===== src/rtl/btpipe_pkg.sv =====
// Shared constants for the block-throttled pipe-out streamer: word width,
// default block size and the word returned on an underrun read.
package btpipe_pkg;
    localparam int                WORD_W              = 32;
    localparam int                DEFAULT_BLOCK_WORDS = 16;
    localparam logic [WORD_W-1:0] UNDERRUN_FILL       = 32'h0;
endpackage


===== src/rtl/btpipe_sfifo.sv =====
// Synchronous circular-buffer FIFO with a registered read port; a read
// request on an empty FIFO leaves the pointers alone and returns UNDERRUN_FILL.
module btpipe_sfifo
    import btpipe_pkg::*;
#(
    parameter int DEPTH_LOG2 = 6
) (
    input  logic                  clk,
    input  logic                  rst,
    input  logic                  wr_valid_i,
    input  logic [WORD_W-1:0]     wr_data_i,
    output logic                  wr_ready_o,
    input  logic                  rd_req_i,
    output logic [WORD_W-1:0]     rd_data_o,
    output logic [DEPTH_LOG2:0]   level_o,
    output logic [DEPTH_LOG2:0]   level_next_o
);
    localparam int                DEPTH      = 1 << DEPTH_LOG2;
    localparam logic [DEPTH_LOG2:0] FULL_LEVEL = (DEPTH_LOG2 + 1)'(DEPTH);

    logic [WORD_W-1:0]     mem_q [DEPTH];
    logic [DEPTH_LOG2-1:0] wr_ptr_q, wr_ptr_d;
    logic [DEPTH_LOG2-1:0] rd_ptr_q, rd_ptr_d;
    logic [DEPTH_LOG2:0]   level_q, level_d;
    logic [WORD_W-1:0]     rd_data_q, rd_data_d;
    logic                  wr_en, rd_en;

    assign wr_ready_o   = (level_q != FULL_LEVEL);
    assign wr_en        = wr_valid_i && wr_ready_o;
    assign rd_en        = rd_req_i && (level_q != '0);
    assign rd_data_o    = rd_data_q;
    assign level_o      = level_q;
    assign level_next_o = level_d;

    // NOTE: every signal driven here gets a default first, so no latch is inferred.
    always_comb begin
        wr_ptr_d  = wr_ptr_q;
        rd_ptr_d  = rd_ptr_q;
        level_d   = level_q;
        rd_data_d = rd_data_q;
        if (wr_en) wr_ptr_d = wr_ptr_q + DEPTH_LOG2'(1);
        if (rd_en) begin
            rd_ptr_d  = rd_ptr_q + DEPTH_LOG2'(1);
            rd_data_d = mem_q[rd_ptr_q];
        end else if (rd_req_i) begin
            rd_data_d = UNDERRUN_FILL;
        end
        case ({wr_en, rd_en})
            2'b10:   level_d = level_q + (DEPTH_LOG2 + 1)'(1);
            2'b01:   level_d = level_q - (DEPTH_LOG2 + 1)'(1);
            default: level_d = level_q;
        endcase
    end

    // NOTE: state registers use non-blocking assignments so all update together at the edge.
    always_ff @(posedge clk) begin
        if (rst) begin
            wr_ptr_q  <= '0;
            rd_ptr_q  <= '0;
            level_q   <= '0;
            rd_data_q <= UNDERRUN_FILL;
        end else begin
            wr_ptr_q  <= wr_ptr_d;
            rd_ptr_q  <= rd_ptr_d;
            level_q   <= level_d;
            rd_data_q <= rd_data_d;
        end
    end

    // NOTE: storage is not reset; zeroed pointers and level make stale words unreachable.
    always_ff @(posedge clk) begin
        if (wr_en) mem_q[wr_ptr_q] <= wr_data_i;
    end
endmodule


===== src/rtl/btpipe_out_streamer.sv =====
// Pipe-out streamer: buffers user words and serves them to a block-throttled
// host endpoint. Define BTPIPE_OUT_UNDERRUN_CNT_EN to build the underrun counter.
module btpipe_out_streamer
    import btpipe_pkg::*;
#(
    parameter int BLOCK_WORDS = DEFAULT_BLOCK_WORDS,
    parameter int DEPTH_LOG2  = 6
) (
    input  logic                okClk,
    input  logic                rst,
    input  logic [WORD_W-1:0]   in_data,
    input  logic                in_valid,
    output logic                in_ready,
    input  logic                ep_read,
    input  logic                ep_blockstrobe,
    output logic [WORD_W-1:0]   ep_datain,
    output logic                ep_ready,
    output logic [DEPTH_LOG2:0] level,
    output logic                blk_done,
    output logic [15:0]         underrun_cnt
);
    localparam int                  BLK_W     = $clog2(BLOCK_WORDS);
    localparam logic [BLK_W-1:0]    LAST_WORD = BLK_W'(BLOCK_WORDS - 1);
    localparam logic [DEPTH_LOG2:0] BLK_LEVEL = (DEPTH_LOG2 + 1)'(BLOCK_WORDS);

    logic [DEPTH_LOG2:0] level_next;
    logic [BLK_W-1:0]    blk_cnt_q, blk_cnt_d, blk_base;
    logic                blk_done_q, blk_done_d;
    logic                ep_ready_q, ep_ready_d;

    btpipe_sfifo #(.DEPTH_LOG2(DEPTH_LOG2)) u_fifo (
        .clk          (okClk),
        .rst          (rst),
        .wr_valid_i   (in_valid),
        .wr_data_i    (in_data),
        .wr_ready_o   (in_ready),
        .rd_req_i     (ep_read),
        .rd_data_o    (ep_datain),
        .level_o      (level),
        .level_next_o (level_next)
    );

    // A block strobe coinciding with a read restarts the block with that read as word 0.
    always_comb begin
        blk_base   = ep_blockstrobe ? '0 : blk_cnt_q;
        blk_cnt_d  = blk_base;
        blk_done_d = 1'b0;
        ep_ready_d = (level_next >= BLK_LEVEL);
        if (ep_read) begin
            blk_cnt_d  = blk_base + BLK_W'(1);
            blk_done_d = (blk_base == LAST_WORD);
        end
    end

    always_ff @(posedge okClk) begin
        if (rst) begin
            blk_cnt_q  <= '0;
            blk_done_q <= 1'b0;
            ep_ready_q <= 1'b0;
        end else begin
            blk_cnt_q  <= blk_cnt_d;
            blk_done_q <= blk_done_d;
            ep_ready_q <= ep_ready_d;
        end
    end

    assign blk_done = blk_done_q;
    assign ep_ready = ep_ready_q;

`ifdef BTPIPE_OUT_UNDERRUN_CNT_EN
    logic [15:0] underrun_q;
    always_ff @(posedge okClk) begin
        if (rst) begin
            underrun_q <= '0;
        end else if (ep_read && (level == '0) && (underrun_q != 16'hFFFF)) begin
            underrun_q <= underrun_q + 16'd1;
        end
    end
    assign underrun_cnt = underrun_q;
`else
    assign underrun_cnt = 16'h0;
`endif
endmodule


===== config.mk =====
export PLATFORM = sky130hd
export DESIGN_NAME = btpipe_out_streamer
export DESIGN_NICKNAME = d
export VERILOG_FILES = /design/src/rtl/btpipe_pkg.sv /design/src/rtl/btpipe_sfifo.sv /design/src/rtl/btpipe_out_streamer.sv
export SDC_FILE = /design/constraint.sdc
export NUM_CORES = 2
export LEC_CHECK = 0
export BUFFER_PORTS_ARGS = -buffer_cell sky130_fd_sc_hd__buf_2
export CORE_MARGIN = 2
export CORE_UTILIZATION = 65
export DETAILED_ROUTE_END_ITERATION = 10
export PLACE_DENSITY = 0.82
export SLEW_MARGIN = 20
export SYNTH_ARGS = -nofsm -noshare
export SYNTH_HDL_FRONTEND = slang
export SYNTH_SLANG_ARGS = --single-unit

===== constraint.sdc =====
create_clock -name okClk -period 12 [get_ports okClk]
set_input_delay 2.4 -clock okClk [delete_from_list [all_inputs] [get_ports okClk]]
set_output_delay 2.4 -clock okClk [all_outputs]
set_load 0.01 [all_outputs]

=== After elaboration in Yosys (flattened, before gate mapping) ===
Memories as Yosys holds them, arrays and structs flattened. A register that Yosys moved wholly into a read port is not among the register bits.
Cells that the tools add are included.

* Memories kept: 1
* Register bits: 57
* Output and inout port bits: 58
* RAM bits: 2,048
* Logic and storage cells: 33

{| class="wikitable"
|+ Memories
! name !! depth !! bits a word !! rd ports !! clocked after memory_dff !! write ports !! RTL line !! text
|-
| u_fifo.mem_q || 64 || 32 || 1 || 1 || 1 || btpipe_sfifo.sv:21 || <nowiki>logic [WORD_W-1:0] mem_q [DEPTH];</nowiki>
|}

* Reduce and logical (&&, ||, !) cells: 5
* Multiplexer cells: 9
* Bitwise gates (word level): 1
* Equality and inequality tests: 4
* Add/sub/neg operators: 5
* Order comparisons: 1

{| class="wikitable"
|+ Operators by type and width
! operator !! count
|-
| 32-bit 2-to-1 mux || 2
|-
| 7-bit one-hot mux with 2 select lines || 1
|-
| 6-bit by 1-bit adder with 6-bit output, second input constant || 2
|-
| 6-bit 2-to-1 mux || 2
|-
| 4-bit 2-to-1 mux || 2
|-
| 7-bit by 1-bit adder with 7-bit output, second input constant || 1
|-
| 7-bit by 5-bit >= comparator with 1-bit output, second input constant || 1
|-
| 7-bit inequality test, second input constant || 1
|-
| 7-bit nonzero test || 1
|-
| 7-bit by 1-bit subtractor with 7-bit output, second input constant || 1
|-
| 4-bit by 1-bit adder with 4-bit output, second input constant || 1
|-
| 4-bit == test, second input constant || 1
|-
| 2-bit by 1-bit == test with 1-bit output, second input constant || 1
|-
| 2-bit == test, second input constant || 1
|-
| 1-bit logical AND || 2
|-
| 1-bit 2-to-1 mux || 2
|-
| 2-bit nonzero test || 1
|-
| 2-bit OR reduction || 1
|-
| 1-bit NOT || 1
|}

=== Logic depth before layout (Yosys ltp) ===
* Depth after elaboration: 5
* Gate-level depth with buffers: 16
* Gate-level depth less buffers: 13

=== Hierarchy ===
From an unflattened synthesis, not the netlist that was laid out.

* Cells, all modules: 3,827
* Area total of the unflattened synthesis: 81,643.3 um^2

{| class="wikitable"
|+ By module, submodules not included
! module !! area an instance (um^2) !! instances !! cells each
|-
| btpipe_sfifo || 81,271.7 || 1 || 3,786
|-
| btpipe_out_streamer || 371.6 || 1 || 41
|}

=== Least setup slack after synthesis ===
Ideal clock, no wire load.

* Path kind: in2reg
* Start: in ep_read
* End: reg ep_ready_q, in the netlist ep_ready
* Buffers on the path: 3
* Cell stages on the path: 14
* Setup slack: 6,701 ps
* Data arrival time: 5,167 ps
* Required time: 11,868 ps
* Setup time: 132 ps
* Cell sequence: clkbuf_1 > o41ai_4 > inv_1 > buf_2 > ha_1 > buf_1 > xor2_1 > ha_1 > and3b_1 > o21ai_0 > a21boi_0 > a2111oi_0 > xnor2_1 > a31oi_1

* Cells in the longest elaborated chain, start to end: 4

{| class="wikitable"
|+ Ends and longest elaborated chain
! what !! RTL line !! text
|-
| from (decl) || btpipe_out_streamer.sv:14 || <nowiki>input logic ep_read,</nowiki>
|-
| 1-bit logical AND (*) || btpipe_sfifo.sv:30 || <nowiki>assign rd_en = rd_req_i && (level_q != '0);</nowiki>
|-
| 2-bit by 1-bit == test with 1-bit output / 2-bit == test (equally long branches) || btpipe_sfifo.sv:48 || <nowiki>case ({wr_en, rd_en})</nowiki>
|-
| 7-bit one-hot mux with 2 select lines (*) || btpipe_sfifo.sv:48 ||
|-
| 7-bit by 5-bit >= comparator with 1-bit output (*) || btpipe_out_streamer.sv:48 || <nowiki>ep_ready_d = (level_next >= BLK_LEVEL);</nowiki>
|-
| to (signal assigned) || btpipe_out_streamer.sv:63 || <nowiki>ep_ready_q <= ep_ready_d;</nowiki>
|-
| to (decl) || btpipe_out_streamer.sv:29 || <nowiki>logic ep_ready_q, ep_ready_d;</nowiki>
|}

Mark *: on every way between the ends. The rest lies on a longest branch, timed or not.
A chain may end at the register's enable or synchronous reset.

==> results.json <==
{
  "async_flop_share_pct": 0,
  "vias_per_cell": 7.76,
  "drive_gt1_share_pct": 25.1,
  "die_w_microns": 357,
  "grt_pass1_wl_microns": 321000,
  "wl_per_cell_microns": 41.3,
  "synth_top_cells_by_count": "edfxtp_1, mux4_2, mux2i_1",
  "initial_utilization_pct": 65.6,
  "ir_drop_v": 0.000119,
  "critPathTopFamily": "buffers and inverters",
  "whs_ns": 0.506,
  "synth_cell_types": 75,
  "io_buffers": 78,
  "avgSynthCellArea_sq_um": 21.5,
  "dp_hpwl_microns": 124000,
  "worstMarginPinSlew_ns": 1.24,
  "hold_viol_final": 0,
  "grt_pass1_vias": 42900,
  "yosys.area.top_type": "edfxtp_1",
  "placementRows": 129,
  "end_kind": "flop",
  "fmax_mhz": 199,
  "slew_headroom_pct": 17.1,
  "grt_max_degree": 109,
  "placed_cells": 5413,
  "dpl_cell_area_sq_um": 84200,
  "grt_use_total_pct": 36.3,
  "critPathSlowestCell": "dfxtp_4",
  "crit_fanout": 41,
  "drc": 0,
  "clkTransAtPathRegs_ns": 0.07,
  "switching_share_pct": 26.2,
  "ctsHoldBuffers": 0,
  "ys_seq_area_share_pct": 77.3,
  "core_sq_um": 124000,
  "dr.first_iter.drc_count": 9747,
  "p_sw_mw": 4.38,
  "clock_path_buffers": 3,
  "intPower_mw": 12.4,
  "outcome": "finished, final reports clean",
  "min_period_over_period_pct": 42.0,
  "final_core_util_pct": 73.0,
  "setup_ws_ns": 6.97,
  "hold_path_class": "flop to flop",
  "clkSinkCount": 2111,
  "instances_no_fill": 5778,
  "cts_buffers": 191,
  "overflow": 0,
  "power_density_nw_per_um2": 185,
  "worstPathCellList": "buf_4, buf_4, buf_4, mux4_2, o22ai_1, nor3_1, a31oi_1, a311oi_1",
  "clock_latency_ns": 0.84,
  "cp-start-kind": "flop",
  "clkPwrFrac_pct": 35.4,
  "finalPower_mw": 16.7,
  "power_leakage_nw": 27.5,
  "gp_congestion": 0.926,
  "setup_viol": 0,
  "cts_setup_buffers": 0,
  "finClkSkew_ns": 0.0292,
  "post-route-cell-area_sq_um": 90400,
  "yosys_warnings": 0,
  "root_buffer": "clkbuf_16",
  "drt_pass1_iterations": 8,
  "p_comb_share_pct": 14.7,
  "critPathRequiredTime_ns": 12.71,
  "synthCells": 3781,
  "ant_nets": 0,
  "drt-total-wl_microns": 238000,
  "area_growth_syn_to_layout_pct": 11.3,
  "antenna_found_initial": 18,
  "sequentialPowerShare_pct": 49.9,
  "netlist_area_sq_um": 81200,
  "maxCapViolations": 0,
  "path_buf_inv": 3,
  "ios": 95,
  "cts_tree": "built",
  "die_area_sq_um": 128000,
  "via_count": 44800,
  "drv_slew": 0,
  "synth_edf_count": 2048,
  "num-nets-final": 4023,
  "crit_top_cell": "buf_4",
  "place_ws_ns": 6.27,
  "ctsResizeCount": 0,
  "synth_area_leaders": "edfxtp_1, mux4_2, mux2i_1",
  "cpPeakStageDelay_ns": 0.87,
  "critPathArrivalTime_ns": 5.74,
  "dieHeight_microns": 357,
  "synthFlopType": "edfxtp_1",
  "ys_ff_latch": 2111,
  "synth_top_area_share_pct": 75.8,
  "critical_path_class": "flop to flop",
  "fin_tns_setup_ns": 0,
  "grt_setup_unrepaired": "false",
  "min_period_ns": 5.03,
  "htree_levels": 4,
  "synth.most_common_cell": "edfxtp_1"
}
==> path summary, 6_finish.rpt <==
kind                start                   end  slack, ns  depth (start not counted)
min reg2reg  blk_cnt_q[3]              blk_done       0.51                          2
max reg2reg          flop  u_fifo.rd_data_o[30]       6.97                          8
min          blk_cnt_q[3]              blk_done       0.51                          2
max                  flop  u_fifo.rd_data_o[30]       6.97                          8
==> sequential cells by signal, indices dropped and copies added (netlist names), named ones only <==
| name | cells |
|---|---|
| blk_cnt_q | 4 |
| u_fifo.rd_data_o | 32 |
| u_fifo.rd_ptr_q | 6 |
| u_fifo.wr_ptr_q | 6 |
| u_fifo.level_o | 7 |
| blk_done | 1 |
| ep_ready | 1 |
| u_fifo.mem_q | 2048 |
==> layer usage <==
| layer | share of wire [%] | GRT usage (%) | vias up | wire length (microns) |
|---|---|---|---|---|
| met2 | 46 | 54.9 | 5100 | 109000 |
| met3 | 15 | 9.97 | 1137 | 36700 |
| met5 | 0.057 | 0 | - | 135 |
| met1 | 31 | 48.7 | 22300 | 74400 |
| met4 | 7.7 | 20.2 | 22 | 18400 |
| li1 | - | - | 16200 | - |
==> area by class of cell <==
cell class / instances / area [sq um]
Clock buffer: 254 / 5130
Multi-Input combinational cell: 1453 / 17600
Inverter: 6 / 22.5
Antenna cell: 5 / 12.5
Clock inverter: 95 / 754
Sequential cell: 2111 / 62800
Timing Repair Buffer: 217 / 2030
Tap cell: 1637 / 2050
Fill cell: 6212 / 33400
==> cells in the final DEF, fill, tap and decap left out, types with 22 or more instances in the layout <==
master,Yosys,layout
a211oi_1,31,31
a21oi_1,57,57
a22oi_1,47,47
a31oi_1,32,32
buf_16,0,25
buf_2,66,76
buf_4,57,108
clkbuf_1,58,56
clkbuf_16,0,195
clkinv_1,1,40
clkinv_2,0,31
dfxtp_1,63,58
edfxtp_1,2048,2048
mux2i_1,197,197
mux4_2,460,460
nand2_1,120,120
nor2_1,110,45
nor2_4,0,64
nor2b_1,34,33
o21ai_0,22,22
o22ai_1,61,61
==> worst reg2reg max path, stage by stage, from the launching register on <==
cell and delay, ns:
dfxtp_4 0.87, buf_4 0.56, buf_4 0.71, buf_4 0.83, mux4_2 0.37, o22ai_1 0.18
nor3_1 0.72, a31oi_1 0.28, a311oi_1 0.38
==> kinds of logic after synthesis <==
logic type | after synthesis | synth area share (%)
flops | 2111 | 77.3
mux | 663 | 15.3
simple gates | 393 | 2.35
compound gates | 358 | 3.08
buf+inv | 232 | 1.70
xor+xnor | 17 | 0.183
fa+ha+maj | 6 | 0.0925
other cells | 1 | 0.00462
==> power groups by stage <==
stage,registers (mW),clock network (mW),logic (mW)
floorplan,8.41,0,1.59
global placement,8.49,0,2.27
detailed placement,8.49,0,2.31
CTS,8.34,5.87,2.37
global route,8.35,6.16,2.52
finish,8.35,5.93,2.46
Power figures use the tool's default switching activity.
